### config.mk
export PLATFORM = sky130hd
export DESIGN_NAME = led_pattern_sequencer
export DESIGN_NICKNAME = d
export VERILOG_FILES = /design/src/rtl/led_seq_pkg.sv /design/src/rtl/tick_prescaler.sv /design/src/rtl/led_pattern_sequencer.sv
export SDC_FILE = /design/constraint.sdc
export NUM_CORES = 1
export LEC_CHECK = 0
export ABC_AREA = 1
export BUFFER_PORTS_ARGS = -buffer_cell sky130_fd_sc_hd__clkbuf_2
export CORE_MARGIN = 1
export CORE_UTILIZATION = 39
export CTS_CLUSTER_DIAMETER = 40
export DETAILED_ROUTE_END_ITERATION = 8
export SYNTH_ARGS = -nofsm -noshare
export SYNTH_HDL_FRONTEND = slang
export SYNTH_SLANG_ARGS = --single-unit
### constraint.sdc
create_clock -name clock -period 2.51 [get_ports clock]
set_input_delay 0.251 -clock clock [delete_from_list [all_inputs] [get_ports clock]]
set_output_delay 0.251 -clock clock [all_outputs]
set_load 0.01 [all_outputs]
### src/rtl/led_seq_pkg.sv
// Shared types and helpers for the LED pattern sequencer.
// Holds the FSM state, pattern mode and bounce direction encodings.
package led_seq_pkg;

    localparam int unsigned LED_W = 8;

    typedef enum logic [1:0] {IDLE, RUN, PAUSE} seq_state_t;
    typedef enum logic [1:0] {BLINK, CHASE, BOUNCE, COUNT} seq_mode_t;
    typedef enum logic {LEFT, RIGHT} dir_t;

    function automatic logic is_onehot(input logic [LED_W-1:0] v);
        return (v != '0) && ((v & (v - 1'b1)) == '0);
    endfunction

endpackage

### src/rtl/tick_prescaler.sv
// Programmable tick prescaler: strobes adv when the count reaches (PERIOD >> speed) - 1.
// The count holds while disabled and is forced to zero by clear.
module tick_prescaler #(
    parameter int unsigned PERIOD = 6_750_000,
    parameter int unsigned W_DIV  = $clog2(PERIOD)
) (
    input  logic       clock,
    input  logic       reset,
    input  logic       enable,
    input  logic       clear,
    input  logic [1:0] speed,
    output logic       adv
);

    logic [W_DIV-1:0] div_q, div_d;
    logic [W_DIV-1:0] term;
    logic             at_term;

    // >= rather than == so a speed change that leaves the count past the new
    // terminal value wraps immediately instead of running the counter around.
    always_comb begin
        term    = W_DIV'((PERIOD >> speed) - 1);
        at_term = (div_q >= term);
        adv     = enable && at_term;
        div_d   = div_q;
        if (clear) begin
            div_d = '0;
        end else if (enable) begin
            div_d = at_term ? '0 : div_q + 1'b1;
        end
    end

    always_ff @(posedge clock) begin
        if (reset) begin
            div_q <= '0;
        end else begin
            div_q <= div_d;
        end
    end

endmodule

### src/rtl/led_pattern_sequencer.sv
// Run/pause/step sequencer driving 8 LEDs through BLINK, CHASE, BOUNCE and COUNT patterns.
// The pattern register advances on prescaler terminal count in RUN or on step in PAUSE.
module led_pattern_sequencer
    import led_seq_pkg::*;
#(
    parameter int unsigned PERIOD = 6_750_000,
    parameter int unsigned W_DIV  = $clog2(PERIOD)
) (
    input  logic       clock,
    input  logic       reset,
    input  logic       start,
    input  logic       stop,
    input  logic       step,
    input  logic [1:0] mode,
    input  logic [1:0] speed,
    output logic [7:0] led,
    output logic       tick,
    output logic       running
);

    seq_state_t       state_q, state_d;
    logic [LED_W-1:0] pat_q, pat_d;
    dir_t             dir_q, dir_d;
    logic             tick_q;
    logic             pre_en, pre_clr, pre_adv;
    logic             step_adv, advance;

    tick_prescaler #(
        .PERIOD(PERIOD),
        .W_DIV (W_DIV)
    ) u_prescaler (
        .clock (clock),
        .reset (reset),
        .enable(pre_en),
        .clear (pre_clr),
        .speed (speed),
        .adv   (pre_adv)
    );

    // A stop in RUN freezes the prescaler on that edge so the held count is
    // exactly what resumes later.
    always_comb begin
        state_d  = state_q;
        pre_en   = 1'b0;
        step_adv = 1'b0;
        unique case (state_q)
            IDLE: begin
                if (start) state_d = RUN;
            end
            RUN: begin
                if (stop) state_d = PAUSE;
                else      pre_en  = 1'b1;
            end
            PAUSE: begin
                if (stop)       state_d  = IDLE;
                else if (start) state_d  = RUN;
                else if (step)  step_adv = 1'b1;
            end
            default: state_d = IDLE;
        endcase
        pre_clr = (state_q == IDLE);
        advance = (pre_en && pre_adv) || step_adv;
    end

    always_comb begin
        pat_d = pat_q;
        dir_d = dir_q;
        if (state_d == IDLE) begin
            pat_d = '0;
            dir_d = LEFT;
        end else if (advance) begin
            unique case (seq_mode_t'(mode))
                BLINK: pat_d = ~pat_q;
                CHASE: pat_d = is_onehot(pat_q) ? {pat_q[LED_W-2:0], pat_q[LED_W-1]}
                                                : LED_W'(1);
                BOUNCE: begin
                    if (!is_onehot(pat_q)) begin
                        pat_d = LED_W'(1);
                        dir_d = LEFT;
                    end else if (pat_q == 8'h80) begin
                        pat_d = 8'h40;
                        dir_d = RIGHT;
                    end else if (pat_q == 8'h01 && dir_q == RIGHT) begin
                        pat_d = 8'h02;
                        dir_d = LEFT;
                    end else if (dir_q == LEFT) begin
                        pat_d = pat_q << 1;
                    end else begin
                        pat_d = pat_q >> 1;
                    end
                end
                COUNT: pat_d = pat_q + 1'b1;
                default: pat_d = pat_q;
            endcase
        end
    end

    always_ff @(posedge clock) begin
        if (reset) begin
            state_q <= IDLE;
            pat_q   <= '0;
            dir_q   <= LEFT;
            tick_q  <= 1'b0;
        end else begin
            state_q <= state_d;
            pat_q   <= pat_d;
            dir_q   <= dir_d;
            tick_q  <= advance;
        end
    end

    assign led     = pat_q;
    assign tick    = tick_q;
    assign running = (state_q == RUN);

endmodule

# Word-level counts from Yosys, hierarchy flattened

Index checks and enable logic that the tools add are counted.

Bitwise operators: 2
Reduce and logical (&&, ||, !) cells: 13
Equality and inequality tests: 8
Mux-type cells: 20
$add $sub $neg: 4
Shift-type cells: 1
$lt $le $gt $ge: 1

Operators by type and width:

| operator                | count |
|---|---|
| $mux W8                 | 5 |
| $pmux W8 S4             | 1 |
| $add A23 B1 Y23 const B | 1 |
| $ge A23 B23 Y1          | 1 |
| $mux W23                | 1 |
| $shr A23 B2 Y23 const A | 1 |
| $sub A23 B1 Y23 const B | 1 |
| $mux W1                 | 9 |
| $add A8 B1 Y8 const B   | 1 |
| $and A8 B8 Y8           | 1 |
| $eq A8 B1 Y1 const B    | 1 |
| $eq A8 B8 Y1 const B    | 1 |
| $logic_not A8 Y1        | 1 |
| $not A8 Y8              | 1 |
| $reduce_bool A8 Y1      | 1 |
| $sub A8 B1 Y8 const B   | 1 |
| $eq A2 B2 Y1 const B    | 3 |
| $logic_not A2 Y1        | 3 |
| $mux W2                 | 3 |
| $pmux W2 S3             | 1 |
| $eq A2 B1 Y1 const B    | 2 |
| $logic_and A1 B1 Y1     | 4 |
| $reduce_or A2 Y1        | 2 |
| $ne A3 B1 Y1 const B    | 1 |
| 2 further kinds         | 2 |

Output and inout port bits: 10
Logic and storage cells: 54
Flip-flop bits (word level): 35

# Longest topological paths before layout

Gate-level depths: netlist of the first run.

Depth in word-level cells: 7
Mapped depth: 17
Mapped depth without buffers: 16

# By module

From an unflattened synthesis of the first run, not the netlist that was laid out.

Cell total of the unflattened synthesis: 459
Area total of the unflattened synthesis: 2,954.1 µm²

Modules (own cells, without submodules):

| module                | times used | cells each | area each (µm²) |
|---|---|---|---|
| tick_prescaler        | 1          | 249        | 1,735.4 |
| led_pattern_sequencer | 1          | 210        | 1,218.7 |

# Worst setup path before layout of the first run

No wires, ideal clock.

Path type: in2reg
Start: input speed[1]
End: register pat_q[1], in the netlist led[1]
Buffers on the path: 1
Library setup time: 117 ps
Arrival time: 1,868 ps
Setup slack: 525 ps
Stages on the path: 16
Cell sequence: inv_1 ha_1 inv_1 xor2_1 ha_1 nand2_1 nor2_1 nand2_1 nand2_1 nand2_1 nand3_2 nand2_4 nand2_4 buf_6 o21ai_0 nor2_1

Word-level cells in the longest chain between the ends: 6

RTL lines:

| element              | line                         | source |
|---|---|---|
| from (decl)          | led_pattern_sequencer.sv:15  | `input logic [1:0] speed,` |
| $shr A23 B2 Y23      | tick_prescaler.sv:22         | `term = W_DIV'((PERIOD >> speed) - 1);` |
| $sub A23 B1 Y23      | tick_prescaler.sv:22         |  |
| $ge A23 B23 Y1       | tick_prescaler.sv:23         | `at_term = (div_q >= term);` |
| $logic_and A1 B1 Y1  | tick_prescaler.sv:24         | `adv = enable && at_term;` |
| $logic_and A1 B1 Y1  | led_pattern_sequencer.sv:62  | `advance = (pre_en && pre_adv) \|\| step_adv;` |
| $logic_or A1 B1 Y1   | led_pattern_sequencer.sv:62  |  |
| to (signal assigned) | led_pattern_sequencer.sv:106 | `pat_q <= pat_d;` |
| to (decl)            | led_pattern_sequencer.sv:22  | `logic [LED_W-1:0] pat_q, pat_d;` |

No other way between the ends.
A chain may end at the register's enable or synchronous reset.

# Worst setup path after layout of the first run

Start: input speed[1]
End: register u_prescaler.div_q[12]

Word-level cells in the longest chain between the ends: 4

RTL lines:

| element              | line                 | source |
|---|---|---|
| $shr A23 B2 Y23      | tick_prescaler.sv:22 |  |
| $sub A23 B1 Y23      | tick_prescaler.sv:22 |  |
| $ge A23 B23 Y1       | tick_prescaler.sv:23 |  |
| $mux W23             | tick_prescaler.sv:29 | `div_d = at_term ? '0 : div_q + 1'b1;` |
| to (signal assigned) | tick_prescaler.sv:37 | `div_q <= div_d;` |
| to (decl)            | tick_prescaler.sv:15 | `logic [W_DIV-1:0] div_q, div_d;` |

No other way between the ends.

==> results by group, run 1 <==
Status
  • Outcome: finished, final reports clean

Floorplanning
  • Count of boundary I/O pins: 19
  • Floorplan die area: 0.00793 sq mm
  • Horiz. Die Dim: 89.1 um
  • Cell row count: 31
  • Core area: 0.00729 sq mm
  • Starting Density: 40.5%
  • Die Span Y: 89.1 um

Hold path
  • Hold Crit Class: in2reg
  • Worst min-delay path startpoint: reset
  • WHS Endpoint: state_q[1]
  • Hold Path Stages: 2

Logic synthesis
  • Mean cell area of the mapped netlist: 6.42 sq um
  • Cell type with the highest aggregate area in the netlist: sky130_fd_sc_hd__dfxtp_1
  • #FFs+latches synth: 35
  • Library cells used by synthesis: 38
  • Synth top area cells: sky130_fd_sc_hd__dfxtp_1 24%, sky130_fd_sc_hd__nand2_1 14%, sky130_fd_sc_hd__ha_1 11%
  • Sequential area share after synthesis: 23.7%
  • Yosys top cell area share: 23.7%
  • Mapped cell area: 0.00296 sq mm
  • Cell count after synthesis: 460
  • Warning count from the yosys run: 0
  • Synthesized net count: 496

Setup path
  • Worst setup slack for register-to-register paths: 0.46 ns
  • Number of buffers and inverters on the critical path: 3
  • Worst path cell trace: clkbuf_2, inv_1, ha_1, inv_1, ha_1, nand2_1, nand2_1, nand2_1, nand2_1, a21oi_1, nand3_2, nand2_4, nand2_2, nor3_1
  • Critical path required time: 2.72 ns
  • Critical Setup Path Class: in2reg
  • Reg2reg path depth: 10
  • Most Frequent Cell on Critical Path: sky130_fd_sc_hd__nand2_1
  • Launching point of the worst reg2reg path: led[1]
  • Longest individual stage delay on the worst path: 0.34 ns
  • Worst Setup End Kind: flip-flop
  • Kind of cell with the highest combined delay on the critical path: simple AND/OR/NAND/NOR gates
  • R2r endpoint: led[2]
  • Data arrival time at the worst-slack endpoint: 2.31 ns
  • Critical path's slowest cell: sky130_fd_sc_hd__ha_1
  • Largest driver fanout on the critical path: 17
  • Kind of start point of the critical path: input port

Layout
  • Non-Filler Instances: 582
  • Total of fill cells in the finished design: 810
  • Fraction of layout instances using a drive strength above 1: 12.0%
  • Final layout net count: 518
  • Most common cell after layout, fill and taps aside: sky130_fd_sc_hd__nand2_1
  • Final antenna diode count: 0
  • Commonest cells after routing, fill and taps aside: 111 x sky130_fd_sc_hd__nand2_1, 71 x sky130_fd_sc_hd__nor2_1, 51 x sky130_fd_sc_hd__inv_1
  • Post-synthesis to final-layout area growth: 10.8%
  • Utilization of the core after routing: 44.9%

Clocking
  • Root cell of the clock tree: sky130_fd_sc_hd__clkbuf_8
  • TritonCTS buffer count: 5
  • Clock Latency Late Sink: 0.29 ns
  • Post-CTS Hold Buffers: 0
  • Resized Gates After CTS: 0
  • TritonCTS clock tree: yes
  • Clock-pin slew reported for the worst setup and hold paths after clock tree synthesis: 0.08 ns
  • Number of buffers added for setup after CTS: 0
  • Clock tree buffer depth: 2
  • Total number of H-tree levels: 2
  • Clock Sink Count: 35

GRT
  • Number of global-route vias before repair: 2794
  • Global Route Usage Sum: 20.8%
  • Initial antenna violation count: 0
  • Pin count of the biggest net entering global routing: 18
  • Wire length of the first global-routing pass: 12.6 mm
  • GRT Residual Overflow: 0

Routing
  • Mean routed wirelength per cell: 13.2 um
  • First DRT Iteration DRCs: 122
  • Aggregate routed wire length: 7.67 mm
  • Number of remaining DRC errors: 0
  • Number of nets with antenna violations after detailed routing: 0
  • Via total after detailed routing: 3005
  • Routed via count divided by cell count: 5.16
  • First drt pass iteration count: 5

STA
  • Final min period: 2.11 ns
  • Final Setup Violations: 0
  • Number of failing hold endpoints at the final stage: 0
  • RSZ-0062 raised after global routing: no
  • Final critical-path share of the clock period: 84.0%
  • Worst Hold Margin: 0.213 ns
  • Number of pins exceeding their max-slew limit in the final report: 0
  • Maximum clock frequency: 474 MHz
  • Remaining max-slew budget at the tightest pin: 53.2%
  • Maximum clock skew at final layout: 0.00940 ns
  • Accumulated negative setup slack: 0 ns
  • Worst-Margin Slew: 0.700 ns

Power
  • Power density cells: 397 mW/mm^2
  • Total power of the final layout: 0.00130 W
  • Switching Power: 0.000307 W
  • Switching portion of total power: 23.6%
  • Combinational cell fraction of total power: 8.9%
  • Internal power: 0.000992 W
  • Share of power burned in registers: 43.1%
  • Worst vdd rail ir drop: 0.000178 V
  • Clock Power Share: 47.9%
  • Pleak: 1.51 nW

Place
  • Final estimated routing congestion in global placement: 0.913
  • Dpl hpwl: 6.01 mm
  • Count of input and output buffers: 18
  • Cell count after placement: 574

Job
  • Number of max-cap violations: 0
-- cells by family after synthesis --
kind of cell    after synthesis  synth area share, %
buf+inv                      66                 9.99
simple gates                266                 41.2
fa+ha+maj                    27                 11.4
other cells                   1                0.127
xor+xnor                     12                 3.56
flops                        35                 23.7
compound gates               53                 10.0
-- worst max path at each step --
stage / startpoint / to / slack, ns / cells past startpoint
2_1_floorplan: speed[1] / led[1] / 0.53 / 16
3_3_place_gp: speed[1] / led[3] / 0.19 / 17
3_5_place_dp: speed[1] / u_prescaler.div_q[12] / 0.09 / 14
4_1_cts: speed[1] / u_prescaler.div_q[12] / 0.38 / 14
5_1_grt: speed[1] / led[1] / 0.17 / 16
6_report: speed[1] / u_prescaler.div_q[12] / 0.40 / 14
-- state kept, by name (all words and copies together) (netlist names) --
| name | cells |
|---|---|
| led | 8 |
| dir_q | 1 |
| u_prescaler.div_q | 23 |
| state_q | 2 |
| tick | 1 |
-- routing by layer --
layer	track usage [%]	up-vias	share of wire, %
li1	-	1547	-
met5	0	-	0
met1	23.0	1381	43
met4	6.64	0	1.4
met3	3.60	9	3.9
met2	40.1	68	52
-- worst register-to-register path, cell delays in order, from the launching register on --
cell and delay (ns):
sky130_fd_sc_hd__dfxtp_1 0.55, sky130_fd_sc_hd__inv_1 0.16, sky130_fd_sc_hd__ha_1 0.20, sky130_fd_sc_hd__nand2_1 0.09, sky130_fd_sc_hd__nor2_1 0.06, sky130_fd_sc_hd__nor2_2 0.34
sky130_fd_sc_hd__buf_4 0.23, sky130_fd_sc_hd__nand4_1 0.09, sky130_fd_sc_hd__nand4_1 0.14, sky130_fd_sc_hd__nor2_1 0.05, sky130_fd_sc_hd__nor2_1 0.09
-- power groups by stage --
stage,registers [W],clock network [W],logic (W)
after CTS,0.000560,0.000634,0.000116
after floorplan,0.000572,0,0.0000818
after global routing,0.000561,0.000660,0.000132
after detailed placement,0.000573,0,0.000116
final,0.000560,0.000623,0.000116
after global placement,0.000573,0,0.000113
-- layout make-up --
type / count / area (sq um) / area share [%]
tap: 99 / 124 / 3.78
inverter: 56 / 210 / 6.42
clock inverter: 3 / 67.6 / 2.06
sequential: 35 / 701 / 21.4
multi-input combinational: 359 / 1960 / 59.9
clock buffer: 5 / 68.8 / 2.10
timing repair buffer: 25 / 143 / 4.36
-- per-stage QoR --
stage | setup WS (ns) | area, sq um
global route | 0.170 | 3270
detailed placement | 0.0852 | 3140
floorplan | 0.525 | 2960
global placement | 0.189 | 3140
finish | 0.402 | 3270
CTS | 0.383 | 3270
-- synthesized netlist by cell type (all sizes together) --
cell type / count
nand3: 32
conb: 1
nand2: 116
a21oi: 26
and3: 1
a21o: 1
clkbuf: 1
o21ai: 19
dfxtp: 35
inv: 55
nor2: 81
a211oi: 3
clkinv: 1
a31oi: 2
nor4: 2
o22ai: 1
buf: 9
nand3b: 1
nand4: 24
nor3: 7
nor3b: 2
ha: 27
xor2: 9
xnor2: 3
a21boi: 1
(Power assumes the default switching activity.)
==> inputs of run 2 (changes only) <==
Clock period 2.51 ns to 2.1 ns, I/O delays scaled along.
==> results by group, run 2 (synthesis gave the netlist of run 1 again) <==
Routing
  • Routed via count divided by cell count: 5.04
  • Number of nets with antenna violations after detailed routing: 0
  • Mean routed wirelength per cell: 12.9 um
  • Via total after detailed routing: 3034
  • First drt pass iteration count: 4
  • Number of remaining DRC errors: 0
  • Aggregate routed wire length: 7.78 mm
  • First DRT Iteration DRCs: 207

Layout
  • Largest register FFs: 23
  • Commonest cells after routing, fill and taps aside: 111 x sky130_fd_sc_hd__nand2_1, 66 x sky130_fd_sc_hd__nor2_1, 48 x sky130_fd_sc_hd__inv_1
  • Most common cell after layout, fill and taps aside: sky130_fd_sc_hd__nand2_1
  • Final layout net count: 538
  • Non-Filler Instances: 602
  • Total of fill cells in the finished design: 799
  • Most flops, register: u_prescaler.div_q
  • Final antenna diode count: 0
  • Fraction of layout instances using a drive strength above 1: 17.5%
  • Post-synthesis to final-layout area growth: 16.3%

STA
  • Maximum clock skew at final layout: 0.0106 ns
  • Final critical-path share of the clock period: 92.6%
  • Remaining max-slew budget at the tightest pin: 53.6%
  • Final Setup Violations: 0
  • Worst-Margin Slew: 0.693 ns
  • Final setup slack of the worst path: 0.156 ns
  • Number of failing hold endpoints at the final stage: 0
  • RSZ-0062 raised after global routing: no
  • Maximum clock frequency: 514 MHz
  • Number of pins exceeding their max-slew limit in the final report: 0
  • Accumulated negative setup slack: 0 ns
  • Final min period: 1.94 ns

Clocking
  • Clock Latency Late Sink: 0.29 ns
  • Clock-pin slew reported for the worst setup and hold paths after clock tree synthesis: 0.08 ns
  • Total number of H-tree levels: 2
  • Clock Sink Count: 35
  • TritonCTS clock tree: yes
  • Post-CTS Hold Buffers: 0
  • Clock tree buffer depth: 2
  • Root cell of the clock tree: sky130_fd_sc_hd__clkbuf_8
  • TritonCTS buffer count: 5

Place
  • Final estimated routing congestion in global placement: 0.958
  • Count of input and output buffers: 18
  • Worst setup slack before clock tree synthesis: -0.236 ns
  • Cell count after placement: 592
  • Dpl hpwl: 6.18 mm

Power
  • Power density cells: 385 mW/mm^2
  • Worst vdd rail ir drop: 0.000228 V
  • Pleak: 1.58 nW

Setup path
  • Largest driver fanout on the critical path: 7
  • Critical path required time: 2.29 ns
  • Critical path's slowest cell: sky130_fd_sc_hd__ha_1
  • Data arrival time at the worst-slack endpoint: 2.13 ns
  • Worst Setup End Kind: flip-flop
  • Number of buffers and inverters on the critical path: 5
  • Critical Setup Path Class: in2reg
  • Kind of start point of the critical path: input port
  • Longest individual stage delay on the worst path: 0.31 ns
  • Kind of cell with the highest combined delay on the critical path: simple AND/OR/NAND/NOR gates
  • Worst path cell trace: clkbuf_2, inv_1, buf_4, ha_1, ha_1, nand2_1, inv_1, nand3b_1, nor2_2, nand2_1, nand3_2, nand2_4, nand2_8, clkinvlp_4, nor2_1, nor2_1

Hold path
  • Hold Crit Class: in2reg

GRT
  • Wire length of the first global-routing pass: 13.0 mm
  • Pin count of the biggest net entering global routing: 18
  • Number of global-route vias before repair: 2878
  • Global Route Usage Sum: 21.2%
  • Initial antenna violation count: 0
  • GRT Residual Overflow: 0

Floorplanning
  • Cell row count: 31
  • Horiz. Die Dim: 89.1 um
  • Starting Density: 40.5%
  • Die Span Y: 89.1 um
  • Floorplan die area: 0.00793 sq mm
  • Core area: 0.00729 sq mm
  • Count of boundary I/O pins: 19

Job
  • Number of max-cap violations: 0

Status
  • Outcome: finished, final reports clean
run 2: what timing repair did:
item,CTS,global route
setup buffers,0,2
endpoints found under the hold margin,0,0
resized for setup,0,13
endpoints found under the setup margin,0,21
run 2: per-stage QoR:
| stage | util [%] | hold slack, ns | cell area (sq um) | power [W] |
|---|---|---|---|---|
| after floorplan | - | 0.282 | 2960 | 0.000782 |
| after detailed placement | 44.9 | 0.483 | 3270 | 0.000839 |
| after CTS | 46.1 | 0.169 | 3360 | 0.00133 |
| after global routing | 47.1 | 0.168 | 3440 | 0.00139 |
| after global placement | 44.9 | 0.485 | 3270 | 0.000837 |
| final | 47.1 | 0.180 | 3440 | 0.00132 |
run 2: path summary, 6_finish.rpt:
path / start / end / slack (ns) / depth (start not counted)
hold reg to reg: u_prescaler.div_q[11] / u_prescaler.div_q[11] / 0.53 / 2
hold / removal: reset / tick / 0.18 / 2
setup reg to reg: led[0] / led[1] / 0.22 / 12
setup / recovery: speed[0] / led[7] / 0.16 / 16
run 2: area by class of cell:
type / count / area, sq um / area share [%]
Multi-Input combinational cell: 359 / 2020 / 58.7
Sequential cell: 35 / 701 / 20.4
Timing Repair Buffer: 45 / 293 / 8.52
Inverter: 56 / 214 / 6.23
Tap cell: 99 / 124 / 3.61
Clock buffer: 5 / 68.8 / 2.00
Clock inverter: 3 / 20.0 / 0.583
run 2: metal layers:
layer | share of wire, % | track usage [%]
met5 | 0 | 0
met4 | 3.7 | 11.1
met3 | 2.8 | 3.51
met2 | 51 | 38.3
met1 | 43 | 24.1
run 2: power breakdown:
part / internal, W / switching [W]
clock: 0.000231 / 0.000258
sequential: 0.000666 / 0.00000348
combinational: 0.0000629 / 0.000101
total: 0.000960 / 0.000362
==> inputs of run 3 (changes only) <==
Settings changed: CELL_PAD_IN_SITES_DETAIL_PLACEMENT from default to 1, CELL_PAD_IN_SITES_GLOBAL_PLACEMENT from default to 1, PLACE_DENSITY_LB_ADDON from default to 0.1.
==> results by group, run 3 (synthesis gave the netlist of run 1 again) <==
Status
  • Outcome: finished, final reports clean

Setup path
  • Data arrival time at the worst-slack endpoint: 2.17 ns
  • Worst setup path start: speed[0]
  • Critical path required time: 2.27 ns
  • Reg2reg path depth: 12
  • Largest driver fanout on the critical path: 7
  • Critical Setup Path Class: in2reg
  • Launching point of the worst reg2reg path: u_prescaler.div_q[22]
  • Kind of start point of the critical path: input port
  • Worst Setup End Kind: flip-flop

GRT
  • Number of global-route vias before repair: 3100
  • Global Route Usage Sum: 24.6%
  • Initial antenna violation count: 0
  • Wire length of the first global-routing pass: 14.8 mm
  • Pin count of the biggest net entering global routing: 18
  • GRT Residual Overflow: 0

STA
  • Maximum clock skew at final layout: 0.0239 ns
  • Maximum clock frequency: 501 MHz
  • Number of failing hold endpoints at the final stage: 0
  • Final min period: 2.00 ns
  • Final critical-path share of the clock period: 95.0%
  • Final Setup Violations: 0
  • Number of pins exceeding their max-slew limit in the final report: 0

Place
  • Count of input and output buffers: 18
  • Instance area at placement: 0.00330 sq mm
  • Cell count after placement: 596
  • Final estimated routing congestion in global placement: 0.830
  • Dpl hpwl: 7.40 mm

Layout
  • Commonest cells after routing, fill and taps aside: 111 x sky130_fd_sc_hd__nand2_1, 66 x sky130_fd_sc_hd__nor2_1, 47 x sky130_fd_sc_hd__inv_1
  • Final antenna diode count: 0
  • Post-synthesis to final-layout area growth: 19.2%
  • Most flops, register: u_prescaler.div_q
  • Area of all placed cells without fillers: 0.00352 sq mm
  • Final layout net count: 543
  • Non-Filler Instances: 607
  • Fraction of layout instances using a drive strength above 1: 18.7%
  • Most common cell after layout, fill and taps aside: sky130_fd_sc_hd__nand2_1
  • Largest register FFs: 23

Hold path
  • Hold Crit Class: in2reg
  • Hold Path Stages: 2
  • Worst min-delay path startpoint: reset

Clocking
  • TritonCTS buffer count: 5
  • Clock Latency Late Sink: 0.30 ns
  • Root cell of the clock tree: sky130_fd_sc_hd__clkbuf_8
  • Clock Sink Count: 35
  • Post-CTS Hold Buffers: 0
  • Clock tree buffer depth: 2
  • TritonCTS clock tree: yes
  • Clock-pin slew reported for the worst setup and hold paths after clock tree synthesis: 0.09 ns
  • Total number of H-tree levels: 2

Routing
  • First drt pass iteration count: 4
  • Number of nets with antenna violations after detailed routing: 0
  • Number of remaining DRC errors: 0
  • First DRT Iteration DRCs: 105
  • Routed via count divided by cell count: 5.19
  • Mean routed wirelength per cell: 15.3 um
  • Aggregate routed wire length: 9.29 mm
  • Via total after detailed routing: 3148

Floorplanning
  • Horiz. Die Dim: 89.1 um
  • Floorplan die area: 0.00793 sq mm
  • Cell row count: 31
  • Die Span Y: 89.1 um
  • Count of boundary I/O pins: 19
  • Starting Density: 40.5%
  • Core area: 0.00729 sq mm

Job
  • Number of max-cap violations: 0

Power
  • Worst vdd rail ir drop: 0.000212 V
  • Pleak: 1.64 nW
  • Power density cells: 418 mW/mm^2
## run 3: cell count changes in the layout (fill, tap and decap cells not counted), sizes merged
cell	change
clkinvlp	-2
clkinv	+1
buf	+6
nand2	+1
clkbuf	-2
bufinv	+1
## run 3: per-layer routing
metal | up-vias | GRT usage, % | wire length (um)
li1 | 1600 | - | -
met1 | 1494 | 26.9 | 3950
met2 | 37 | 48.5 | 4960
met3 | 17 | 2.86 | 144
met4 | 0 | 8.66 | 229
met5 | - | 0 | 0
## run 3: what timing repair did
action,4_1_cts,5_1_grt
buffers inserted,0,2
endpoints found under the hold margin,0,0
gates resized for setup,0,19
setup endpoints to repair,0,27
## run 3: per-stage QoR
step	TNS (ns)	hold slack (ns)	power, W	setup slack (ns)	util, %
6_report	0	0.177	0.00147	0.104	48.3
5_1_grt	-0.0205	0.186	0.00153	-0.0127	48.3
4_1_cts	0	0.176	0.00147	0.0427	46.8
3_5_place_dp	-5.09	0.495	0.000846	-0.260	45.3
3_3_place_gp	-2.10	0.487	0.000838	-0.147	45.3
2_1_floorplan	0	0.282	0.000782	0.156	-
## run 3: layout make-up
type	count	area, sq um
multi-input combinational	360	2030
clock inverter	3	43.8
fill	1034	3770
timing repair buffer	49	344
clock buffer	5	68.8
tap	99	124
sequential	35	702
inverter	56	214
## run 3: power by group
part	total (W)	switching [W]	internal (W)	leakage, nW
Combinational	0.000172	0.000109	0.0000637	1.30
Clock	0.000629	0.000275	0.000354	0.0581
Sequential	0.000670	0.00000368	0.000666	0.283
## run 3: worst max-delay path, stage by stage
cell and delay, ns:
sky130_fd_sc_hd__buf_4 0.10, sky130_fd_sc_hd__inv_2 0.05, sky130_fd_sc_hd__buf_4 0.12, sky130_fd_sc_hd__ha_1 0.27, sky130_fd_sc_hd__ha_4 0.30, sky130_fd_sc_hd__nand2_1 0.05, sky130_fd_sc_hd__inv_1 0.06, sky130_fd_sc_hd__nand3b_1 0.13
sky130_fd_sc_hd__nor2_1 0.12, sky130_fd_sc_hd__nand2_1 0.07, sky130_fd_sc_hd__nand3_2 0.09, sky130_fd_sc_hd__nand2_4 0.11, sky130_fd_sc_hd__nand2_8 0.10, sky130_fd_sc_hd__clkinvlp_4 0.19, sky130_fd_sc_hd__nor2_1 0.13, sky130_fd_sc_hd__nor2_1 0.05
## run 3: worst paths after layout
check / to / slack (ns)
setup reg to reg: led[2] / 0.16
setup / recovery: led[2] / 0.10
hold reg to reg: u_prescaler.div_q[22] / 0.52
hold / removal: tick / 0.18
